## config.mk

```make
export PLATFORM = sky130hd
export DESIGN_NAME = wbs_spi_master_flat
export DESIGN_NICKNAME = d
export VERILOG_FILES = /design/src/rtl/wbs_spi_if.sv /design/src/rtl/wbs_spi_master.sv /design/src/flat_wrapper.sv
export SDC_FILE = /design/constraint.sdc
export NUM_CORES = 1
export LEC_CHECK = 0
export ABC_AREA = 0
export BUFFER_PORTS_ARGS = -buffer_cell sky130_fd_sc_hd__buf_2
export CAP_MARGIN = 20
export CORE_ASPECT_RATIO = 0.6
export CORE_MARGIN = 3
export CORE_UTILIZATION = 50
export DETAILED_ROUTE_END_ITERATION = 10
export PLACE_DENSITY = 0.72
export SYNTH_ARGS = -nofsm -noshare
export SYNTH_HDL_FRONTEND = slang
export SYNTH_SLANG_ARGS = --single-unit
```

## constraint.sdc

```tcl
create_clock -name wb_clk_i -period 3.92 [get_ports wb_clk_i]
set_input_delay 0.392 -clock wb_clk_i [delete_from_list [all_inputs] [get_ports wb_clk_i]]
set_output_delay 0.392 -clock wb_clk_i [all_outputs]
set_load 0.02 [all_outputs]
```

## src/rtl/wbs_spi_if.sv

```systemverilog
// Wishbone B4 pipelined bus bundle between a local bus master and wbs_spi_master.
// A request transfers on a clock where wb_cyc_i & wb_stb_i & !wb_stall_o; wb_ack_o/wb_err_o are one-cycle completions.
interface wbs_spi_if;
  logic        wb_cyc_i;
  logic        wb_stb_i;
  logic        wb_we_i;
  logic [3:0]  wb_sel_i;
  logic [15:0] wb_adr_i;
  logic [31:0] wb_dat_i;
  logic [31:0] wb_dat_o;
  logic        wb_stall_o;
  logic        wb_ack_o;
  logic        wb_err_o;

  modport slave (
    input  wb_cyc_i, wb_stb_i, wb_we_i, wb_sel_i, wb_adr_i, wb_dat_i,
    output wb_dat_o, wb_stall_o, wb_ack_o, wb_err_o
  );

  modport master (
    output wb_cyc_i, wb_stb_i, wb_we_i, wb_sel_i, wb_adr_i, wb_dat_i,
    input  wb_dat_o, wb_stall_o, wb_ack_o, wb_err_o
  );
endinterface

```

## src/rtl/wbs_spi_master.sv

```systemverilog
// Wishbone pipelined slave that turns each bus cycle into one SPI mode-0 frame (cmd, addr, data, ack-poll).
// Optional poll timeout with wb_err_o: define WBS_SPI_TIMEOUT_EN. BYTE_GAP must be >= 1.
module wbs_spi_master #(
  parameter int CLK_DIV  = 4,
  parameter int BYTE_GAP = 8,
  parameter int CS_GAP   = 2,
  parameter int MAX_POLL = 255
) (
  input  logic       wb_clk_i,
  input  logic       wb_rst_ni,
  wbs_spi_if.slave   wb,
  output logic       spi_sck,
  output logic       spi_csn,
  output logic       spi_sdo,
  input  logic       spi_sdi,
  output logic [3:0] dbg_state
);

  localparam int DMAX = (CLK_DIV > BYTE_GAP) ? CLK_DIV : BYTE_GAP;
  localparam int CW   = $clog2(DMAX + 1);
  localparam int GW   = $clog2(CS_GAP + 2);

  typedef enum logic [3:0] {
    S_IDLE, S_CMD, S_ADR, S_WD0, S_WD1, S_WD2, S_WD3,
    S_POLL, S_RD0, S_RD1, S_RD2, S_RD3, S_END, S_GAP
  } state_t;

  typedef enum logic [1:0] {PH_LOW, PH_HIGH, PH_GAP} phase_t;

  state_t          state;
  phase_t          phase;
  logic [CW-1:0]   div_cnt;
  logic [2:0]      bit_cnt;
  logic [7:0]      tx_sh;
  logic [7:0]      rx_sh;
  logic [23:0]     rd_word;
  logic            we_q;
  logic [3:0]      sel_q;
  logic [7:0]      adr_q;
  logic [31:0]     dat_q;
  logic            cyc_lost;
  logic            ack_q;
  logic            stall_q;
  logic [31:0]     dat_o_q;
  logic [GW-1:0]   gap_cnt;
  logic [7:0]      next_byte;

`ifdef WBS_SPI_TIMEOUT_EN
  localparam int PW = $clog2(MAX_POLL + 1);
  logic          err_q;
  logic [PW-1:0] poll_cnt;
  assign wb.wb_err_o = err_q;
`else
  assign wb.wb_err_o = 1'b0;
`endif

  assign wb.wb_ack_o   = ack_q;
  assign wb.wb_stall_o = stall_q;
  assign wb.wb_dat_o   = dat_o_q;
  assign dbg_state     = state;

  // Only address bits [9:2] travel over SPI.
  logic unused_adr;
  assign unused_adr = ^{wb.wb_adr_i[15:10], wb.wb_adr_i[1:0]};

  // Byte to shift out once the current byte (and its gap) has finished.
  always_comb begin
    next_byte = 8'h00;
    case (state)
      S_IDLE:  next_byte = {wb.wb_we_i, 3'b000, wb.wb_sel_i};
      S_CMD:   next_byte = adr_q;
      S_ADR:   next_byte = we_q ? dat_q[31:24] : 8'h00;
      S_WD0:   next_byte = dat_q[23:16];
      S_WD1:   next_byte = dat_q[15:8];
      S_WD2:   next_byte = dat_q[7:0];
      default: next_byte = 8'h00;
    endcase
  end

  always_ff @(posedge wb_clk_i or negedge wb_rst_ni) begin
    if (!wb_rst_ni) begin
      state    <= S_IDLE;
      phase    <= PH_LOW;
      div_cnt  <= '0;
      bit_cnt  <= 3'd7;
      tx_sh    <= 8'h00;
      rx_sh    <= 8'h00;
      rd_word  <= 24'h0;
      we_q     <= 1'b0;
      sel_q    <= 4'h0;
      adr_q    <= 8'h00;
      dat_q    <= 32'h0;
      cyc_lost <= 1'b0;
      ack_q    <= 1'b0;
      stall_q  <= 1'b0;
      dat_o_q  <= 32'h0;
      gap_cnt  <= '0;
      spi_sck  <= 1'b0;
      spi_csn  <= 1'b1;
      spi_sdo  <= 1'b0;
`ifdef WBS_SPI_TIMEOUT_EN
      err_q    <= 1'b0;
      poll_cnt <= '0;
`endif
    end else begin
      ack_q <= 1'b0;
`ifdef WBS_SPI_TIMEOUT_EN
      err_q <= 1'b0;
`endif
      case (state)
        S_IDLE: begin
          if (wb.wb_cyc_i && wb.wb_stb_i) begin
            we_q     <= wb.wb_we_i;
            sel_q    <= wb.wb_sel_i;
            adr_q    <= wb.wb_adr_i[9:2];
            dat_q    <= wb.wb_dat_i;
            cyc_lost <= 1'b0;
            stall_q  <= 1'b1;
            spi_csn  <= 1'b0;
            tx_sh    <= next_byte;
            spi_sdo  <= next_byte[7];
            phase    <= PH_LOW;
            div_cnt  <= '0;
            bit_cnt  <= 3'd7;
`ifdef WBS_SPI_TIMEOUT_EN
            poll_cnt <= '0;
`endif
            state    <= S_CMD;
          end
        end

        S_END: begin
          if (CS_GAP == 0) begin
            stall_q <= 1'b0;
            state   <= S_IDLE;
          end else begin
            gap_cnt <= '0;
            state   <= S_GAP;
          end
        end

        S_GAP: begin
          if (gap_cnt == GW'(CS_GAP - 1)) begin
            stall_q <= 1'b0;
            state   <= S_IDLE;
          end else begin
            gap_cnt <= gap_cnt + 1'b1;
          end
        end

        default: begin
          // A dropped cycle still finishes the SPI frame, but its completion is swallowed.
          if (!wb.wb_cyc_i) cyc_lost <= 1'b1;
          case (phase)
            PH_LOW: begin
              if (div_cnt == CW'(CLK_DIV - 1)) begin
                div_cnt <= '0;
                spi_sck <= 1'b1;
                rx_sh   <= {rx_sh[6:0], spi_sdi};
                phase   <= PH_HIGH;
              end else begin
                div_cnt <= div_cnt + 1'b1;
              end
            end

            PH_HIGH: begin
              if (div_cnt == CW'(CLK_DIV - 1)) begin
                div_cnt <= '0;
                spi_sck <= 1'b0;
                if (bit_cnt == 3'd0) begin
                  phase <= PH_GAP;
                end else begin
                  bit_cnt <= bit_cnt - 3'd1;
                  tx_sh   <= {tx_sh[6:0], 1'b0};
                  spi_sdo <= tx_sh[6];
                  phase   <= PH_LOW;
                end
              end else begin
                div_cnt <= div_cnt + 1'b1;
              end
            end

            default: begin
              if (div_cnt == CW'(BYTE_GAP - 1)) begin
                div_cnt <= '0;
                bit_cnt <= 3'd7;
                phase   <= PH_LOW;
                tx_sh   <= next_byte;
                spi_sdo <= next_byte[7];
                case (state)
                  S_CMD: state <= S_ADR;
                  S_ADR: state <= we_q ? S_WD0 : S_POLL;
                  S_WD0: state <= S_WD1;
                  S_WD1: state <= S_WD2;
                  S_WD2: state <= S_WD3;
                  S_WD3: state <= S_POLL;
                  S_POLL: begin
                    if (rx_sh == 8'h00) begin
                      if (we_q) begin
                        state   <= S_END;
                        spi_csn <= 1'b1;
                        ack_q   <= wb.wb_cyc_i & ~cyc_lost;
                      end else begin
                        state <= S_RD0;
                      end
                    end else begin
`ifdef WBS_SPI_TIMEOUT_EN
                      if (poll_cnt == PW'(MAX_POLL - 1)) begin
                        state   <= S_END;
                        spi_csn <= 1'b1;
                        err_q   <= wb.wb_cyc_i & ~cyc_lost;
                      end else begin
                        poll_cnt <= poll_cnt + 1'b1;
                      end
`endif
                    end
                  end
                  S_RD0: begin
                    rd_word <= {rd_word[15:0], rx_sh};
                    state   <= S_RD1;
                  end
                  S_RD1: begin
                    rd_word <= {rd_word[15:0], rx_sh};
                    state   <= S_RD2;
                  end
                  S_RD2: begin
                    rd_word <= {rd_word[15:0], rx_sh};
                    state   <= S_RD3;
                  end
                  S_RD3: begin
                    dat_o_q <= {rd_word, rx_sh};
                    state   <= S_END;
                    spi_csn <= 1'b1;
                    ack_q   <= wb.wb_cyc_i & ~cyc_lost;
                  end
                  default: state <= S_IDLE;
                endcase
              end else begin
                div_cnt <= div_cnt + 1'b1;
              end
            end
          endcase
        end
      endcase
    end
  end

endmodule

```

## src/flat_wrapper.sv

```systemverilog
// flat-port wrapper written by rule: the top's interface ports become plain ports
module wbs_spi_master_flat 
#(
  parameter int CLK_DIV  = 4,
  parameter int BYTE_GAP = 8,
  parameter int CS_GAP   = 2,
  parameter int MAX_POLL = 255
)
  (wb_clk_i, wb_rst_ni, spi_sck, spi_csn, spi_sdo, spi_sdi, dbg_state, wb_wb_cyc_i, wb_wb_stb_i, wb_wb_we_i, wb_wb_sel_i, wb_wb_adr_i, wb_wb_dat_i, wb_wb_dat_o, wb_wb_stall_o, wb_wb_ack_o, wb_wb_err_o);
  wbs_spi_if wb_i ();
  input  logic wb_clk_i;
  input  logic wb_rst_ni;
  output logic spi_sck;
  output logic spi_csn;
  output logic spi_sdo;
  input  logic spi_sdi;
  output logic [3:0] dbg_state;
  input wire logic [$bits(wb_i.wb_cyc_i)-1:0] wb_wb_cyc_i;
  input wire logic [$bits(wb_i.wb_stb_i)-1:0] wb_wb_stb_i;
  input wire logic [$bits(wb_i.wb_we_i)-1:0] wb_wb_we_i;
  input wire logic [$bits(wb_i.wb_sel_i)-1:0] wb_wb_sel_i;
  input wire logic [$bits(wb_i.wb_adr_i)-1:0] wb_wb_adr_i;
  input wire logic [$bits(wb_i.wb_dat_i)-1:0] wb_wb_dat_i;
  output wire logic [$bits(wb_i.wb_dat_o)-1:0] wb_wb_dat_o;
  output wire logic [$bits(wb_i.wb_stall_o)-1:0] wb_wb_stall_o;
  output wire logic [$bits(wb_i.wb_ack_o)-1:0] wb_wb_ack_o;
  output wire logic [$bits(wb_i.wb_err_o)-1:0] wb_wb_err_o;
  assign wb_i.wb_cyc_i = wb_wb_cyc_i;
  assign wb_i.wb_stb_i = wb_wb_stb_i;
  assign wb_i.wb_we_i = wb_wb_we_i;
  assign wb_i.wb_sel_i = wb_wb_sel_i;
  assign wb_i.wb_adr_i = wb_wb_adr_i;
  assign wb_i.wb_dat_i = wb_wb_dat_i;
  assign wb_wb_dat_o = wb_i.wb_dat_o;
  assign wb_wb_stall_o = wb_i.wb_stall_o;
  assign wb_wb_ack_o = wb_i.wb_ack_o;
  assign wb_wb_err_o = wb_i.wb_err_o;
  wbs_spi_master #(.CLK_DIV(CLK_DIV), .BYTE_GAP(BYTE_GAP), .CS_GAP(CS_GAP), .MAX_POLL(MAX_POLL)) u_core (.wb_clk_i(wb_clk_i), .wb_rst_ni(wb_rst_ni), .wb(wb_i), .spi_sck(spi_sck), .spi_csn(spi_csn), .spi_sdo(spi_sdo), .spi_sdi(spi_sdi), .dbg_state(dbg_state));
endmodule
```

=== Yosys cells after proc, flatten, opt, wreduce, memory -nomap -nowiden ===
Cells that the tools add are included.

* Bits in registers: 133
* Output and inout port bits: 42
* Input port bits: 58

* Add/subtract/negate cells: 3
* Multiplexer cells: 64
* Equality and inequality tests: 32
* Bitwise logic cells: 5
* Reductions and logical operators: 30

{| class="wikitable"
|+ Operators with widths
! operator !! count
|-
| 8-bit case mux with 6 select lines || 1
|-
| 4-bit case mux with 11 select lines || 1
|-
| 4-bit two-way mux || 9
|-
| 7-bit two-way mux || 4
|-
| 7-bit case mux with 2 select lines || 2
|-
| 4-bit equality test (second input constant) || 6
|-
| 4-bit by 3-bit equality test with 1-bit output (second input constant) || 5
|-
| 1-bit two-way mux || 19
|-
| 3-bit two-way mux || 6
|-
| 1-bit case mux with 2 select lines || 8
|-
| 4-bit by 2-bit equality test with 1-bit output (second input constant) || 3
|-
| 2-bit two-way mux || 6
|-
| 2-bit by 1-bit inequality test with 1-bit output (second input constant) || 6
|-
| 2-bit case mux with 2 select lines || 3
|-
| 3-bit case mux with 2 select lines || 2
|-
| 4-bit case mux with 3 select lines || 1
|-
| 4-bit AND reduction || 3
|-
| 5-bit AND reduction || 2
|-
| 3-bit AND reduction || 3
|-
| 8-bit logical NOT || 1
|-
| 8-bit two-way mux || 1
|-
| 4-bit case mux with 2 select lines || 1
|-
| 2-bit nonzero test || 4
|-
| 4-bit nonzero test || 2
|-
| 23 further kinds || 35
|}

=== Logic depth before layout (Yosys ltp) ===
* Depth in word-level cells: 8
* Gate-level depth with buffers: 8
* Depth with buffers taken out: 7

=== Worst setup path before layout ===
Ideal clock, no wire load.

* Kind: reg-to-reg
* From: register u_core.state[1], in the netlist u_core.dbg_state[1]
* To: register u_core.state[3], in the netlist u_core.dbg_state[3]
* Data arrival time: 1,796 ps
* Library setup time: 118 ps
* Buffers on the path: 2
* Stages on the path, launching flop included: 8
* Setup slack: 2,006 ps
* Period minus slack after synthesis: 1,914 ps
* Data required time: 3,802 ps
* Cells stage by stage: dfrtp_1 > buf_4 > or4_1 > buf_6 > nor2_1 > a311o_1 > or3b_1 > a21o_1

* Word-level cells in the longest chain between the ends: 5
* Elaborated cells on any way between the ends: 24

{| class="wikitable"
|+ Ends and longest elaborated chain
! element !! RTL line !! source
|-
| start, declared || wbs_spi_master.sv:30 || <nowiki>state_t state;</nowiki>
|-
| start signal, assigned || wbs_spi_master.sv:192 || <nowiki>S_ADR: state <= we_q ? S_WD0 : S_POLL;</nowiki>
|-
| 4-bit equality test, or another cell as far along || wbs_spi_master.sv:190 || <nowiki>case (state)</nowiki>
|-
| 4-bit case mux with 11 select lines || wbs_spi_master.sv:190 ||
|-
| 4-bit two-way mux || wbs_spi_master.sv:184 || <nowiki>if (div_cnt == CW'(BYTE_GAP - 1)) begin</nowiki>
|-
| 4-bit two-way mux || wbs_spi_master.sv:154 || <nowiki>case (phase)</nowiki>
|-
| 4-bit case mux with 3 select lines || wbs_spi_master.sv:110 || <nowiki>case (state)</nowiki>
|}

Parallel ways exist; a longest one is shown, timed or not. The select of a mux whose other input is x is not followed.
A chain may end at the register's enable or synchronous reset.

=== Final worst setup path ===
* From: register u_core.state[2], in the netlist u_core.dbg_state[2]
* To: register u_core.adr_q[1]

* Word-level cells in the longest chain between the ends: 2

{| class="wikitable"
|+ Ends and longest elaborated chain
! element !! RTL line !! source
|-
| 4-bit logical NOT || wbs_spi_master.sv:110 ||
|-
| 2-bit AND reduction (no source line) || - ||
|-
| end signal, assigned || wbs_spi_master.sv:115 || <nowiki>adr_q <= wb.wb_adr_i[9:2];</nowiki>
|-
| end, declared || wbs_spi_master.sv:39 || <nowiki>logic [7:0] adr_q;</nowiki>
|}

Every way passes these cells.

==> key figures <==
Critical path
  • CP Max Fanout: 41
  • Arrival @ worst endpoint: 3070 ps
  • Crit path capture type: register
  • Buf+Inv Stages, Crit Path: 1
  • Crit path required time: 4200 ps
  • R2R Path End: u_core.adr_q[1]$_DFFE_PN0P_
  • R2R depth: 4
  • Worst reg2reg setup slack: ~1100 ps
  • CP peak stage delay: 740 ps
  • Startpoint Class: register
  • Crit-path cells: nor4_2, and2_2, buf_4, mux2_2
  • CP top delay family: simple AND/OR/NAND/NOR gates
  • Kind of critical path: register to register
  • Reg2reg start: u_core.dbg_state[2]$_DFFE_PN0P_
  • Slowest-stage cell, CP: nor4_2

Synth
  • Mapped Area: 0.005881 mm2
  • Main synth FF type: dfrtp_1
  • Post-Syn Instances: 447
  • Post-synth EDFFs: 0
  • Post-Syn Nets: 509
  • Post-synthesis register bit count: 133
  • Yosys Warn Count: 0
  • Sequential-to-total area share from yosys stat: 0.5668
  • Post-synth cell types: 55
  • Syn Area/Cell: around 13 um2
  • Post-synthesis async set-or-reset flop share: 1.000

Floorplan
  • Core Rows: 29
  • DIE AREA: 0.01314 mm2
  • Core area: 0.01099 mm2
  • I/O Pins: 100
  • Die W: 146.0 um
  • Initial Util: 0.5349
  • Die height: 90.01 um

Detailed routing
  • Via Count: 3,951
  • Number of iterations in the first detailed-routing pass: 7
  • Initial DRC Count: roughly 260
  • Routed len/inst: 17.74 um
  • Routed Antenna Nets: 0
  • DRC errors left: 0
  • Final WL: 12,490 um
  • Via density: 5.612

Worst hold path
  • Cells on Worst Hold Path: 2
  • Worst Hold End: u_core.dat_q[29]$_DFFE_PN0P_
  • Hold_sp: wb_wb_dat_i[29]
  • Hold crit path type: input port to register

CTS
  • Setup bufs post-CTS: 0
  • Root buf cell: clkbuf_16
  • TritonCTS Buffers: 17
  • Clk buf depth: 2
  • Clock Latency Late Sink: approximately 400 ps
  • CTS sink cnt: around 130
  • Clock tree from TritonCTS: yes
  • Register clock-pin slew on the reported worst setup and hold paths: about 60 ps
  • # H-tree levels: 4

Power and ir drop
  • Seq pwr share: 0.433
  • Max VDD drop: between 0.4 and 0.5 mV
  • PD cells: 562.9 mW/mm2
  • Combinational power share: 0.164
  • P_int: 2.857 mW
  • Leakage power: 3.568 nW
  • Switching share of power: 0.2815
  • Sw power: 1.119 mW
  • Clock Power Share: 0.403

Finish
  • Antenna cells: 0
  • Most frequent cells in the layout: dfrtp_1, mux2_2, buf_2
  • Net count, final: 599
  • Fill cells: 837
  • Area growth syn-to-layout: 20.13%
  • Layout cells sized above 1: 0.4372
  • Most common cell after layout, fill and taps aside: dfrtp_1

GRT
  • Antenna violations before repair: 0
  • First-pass GRT wire length: 20,890 um
  • Pin count of the biggest net entering global routing: 113
  • Remaining Overflow, GRT: 0
  • Total GRT Usage: 0.1963
  • Vias in the first global route: ~4,000

STA
  • Worst-Margin Slew: 959.0 ps
  • Period utilisation layout: 0.7117
  • Max-slew violation count: 0
  • Max-slew headroom: 0.3606
  • RSZ-0062 raised after global routing: false
  • Max Fclk: 358.4 MHz
  • Fin. Hold Viols: 0
  • Post-route clock skew: 8.016 ps
  • Setup TNS: 0 ps
  • Final WS setup: ~1100 ps
  • Endpoints failing setup: 0
  • Fin crit period: between 2000 and 3000 ps

Placement
  • Detail Placement HPWL: between 8000 and 9000 um
  • Port Buffers: 90
  • GPL Wtd Cong: just under 0.8
  • Place WS: 1175 ps

Status
  • Status: complete, no violations

Run
  • Max Cap Violations: 0
## cell usage after synthesis, types with 5 or more instances
cell	instances	area share
buf_2	12	0.010
nor2_1	24	0.015
a22oi_1	7	0.0089
a21oi_1	10	0.0085
a21o_1	5	0.0064
inv_1	6	0.0038
nor3_1	5	0.0043
buf_4	6	0.0077
mux2_1	7	0.013
nand3_1	8	0.0068
nand2_1	15	0.0096
o21ai_0	16	0.014
mux2_2	100	0.19
o31ai_1	6	0.0077
nand2b_1	5	0.0053
mux2i_1	9	0.015
dfrtp_1	129	0.55
## state kept, by name, indices dropped and copies added (netlist names), 2 cells and up
| signal | count |
|---|---|
| u_core.adr_q | 8 |
| u_core.bit_cnt | 3 |
| u_core.dat_q | 32 |
| u_core.dbg_state | 4 |
| u_core.div_cnt | 4 |
| u_core.gap_cnt | 2 |
| u_core.phase | 2 |
| u_core.rd_word | 24 |
| u_core.rx_sh | 8 |
| u_core.tx_sh | 7 |
| u_core.wb.wb_dat_o | 32 |
## cells by family (layout without fill, tap and decap cells)
group           after synthesis  after routing  synth area share
buf+inv                      32            134           0.03064
compound gates               71             71           0.08766
other cells                   1              1         0.0006377
fa+ha+maj                     4              4          0.008511
mux                         117            117            0.2240
flops                       133            133            0.5668
simple gates                 89             89           0.08170
## worst register-to-register path: cells and delay by family (launching register included)
kind                   cells  cell delay [ps]
AND/OR/NAND/NOR            2             1070
flip-flops                 1              690
buffers and inverters      1              480
multiplexers               1              430
## layer usage
metal	track usage	wire (um)
met2	0.2806	5544
met4	0.06651	151
met1	0.2934	6079
met5	0	0
met3	0.04824	716
## per-stage QoR
step           area, um2  power (mW)  cells  utilization  hold WS (ps)
2_1_floorplan       5881       2.167    447            -         96.41
3_3_place_gp        6405       2.344    670       0.5826         463.4
3_5_place_dp        6420       2.383    671       0.5839         470.9
4_1_cts             7027       3.998    702       0.6391         187.2
5_1_grt             7064       4.165    704       0.6425         207.3
6_report            7064       3.976    704       0.6425         205.4
## power groups by stage
stage	Combinational (mW)	Sequential, mW	Clock, mW
floorplan	0.477	1.69	0
global placement	0.616	1.73	0
detailed placement	0.642	1.74	0
CTS	0.648	1.72	1.63
global route	0.721	1.75	1.69
finish	0.653	1.72	1.60
## what timing repair did
item                                   in CTS  in global routing
resized for setup                           0                  0
hold buffers                                0                  1
endpoints found under the hold margin       0                  7
## worst max-delay path by stage
stage,startpoint,endpoint,slack [ps],depth (start not counted)
floorplan,u_core.dbg_state[1]$_DFFE_PN0P_,u_core.dbg_state[3]$_DFFE_PN0P_,2010,7
global placement,u_core.dbg_state[2]$_DFFE_PN0P_,u_core.dat_q[23]$_DFFE_PN0P_,1210,4
detailed placement,u_core.dbg_state[2]$_DFFE_PN0P_,u_core.dat_q[30]$_DFFE_PN0P_,1170,4
CTS,u_core.dbg_state[2]$_DFFE_PN0P_,u_core.dat_q[25]$_DFFE_PN0P_,1190,4
global route,u_core.dbg_state[2]$_DFFE_PN0P_,u_core.dat_q[1]$_DFFE_PN0P_,1040,4
finish,u_core.dbg_state[2]$_DFFE_PN0P_,u_core.adr_q[1]$_DFFE_PN0P_,1130,4
## layout make-up
class / instances / area [um2] / share of cell area
clock inverters: 12 / 153.9 / 0.02179
flip-flops and latches: 133 / 3333 / 0.4718
inverters: 6 / 22.52 / 0.003188
repair buffers: 97 / 539.3 / 0.07634
well taps: 155 / 193.9 / 0.02745
multi-input cells: 282 / 2369 / 0.3353
clock buffers: 19 / 452.9 / 0.06412
Note: power is estimated with default switching activity, not from simulation.
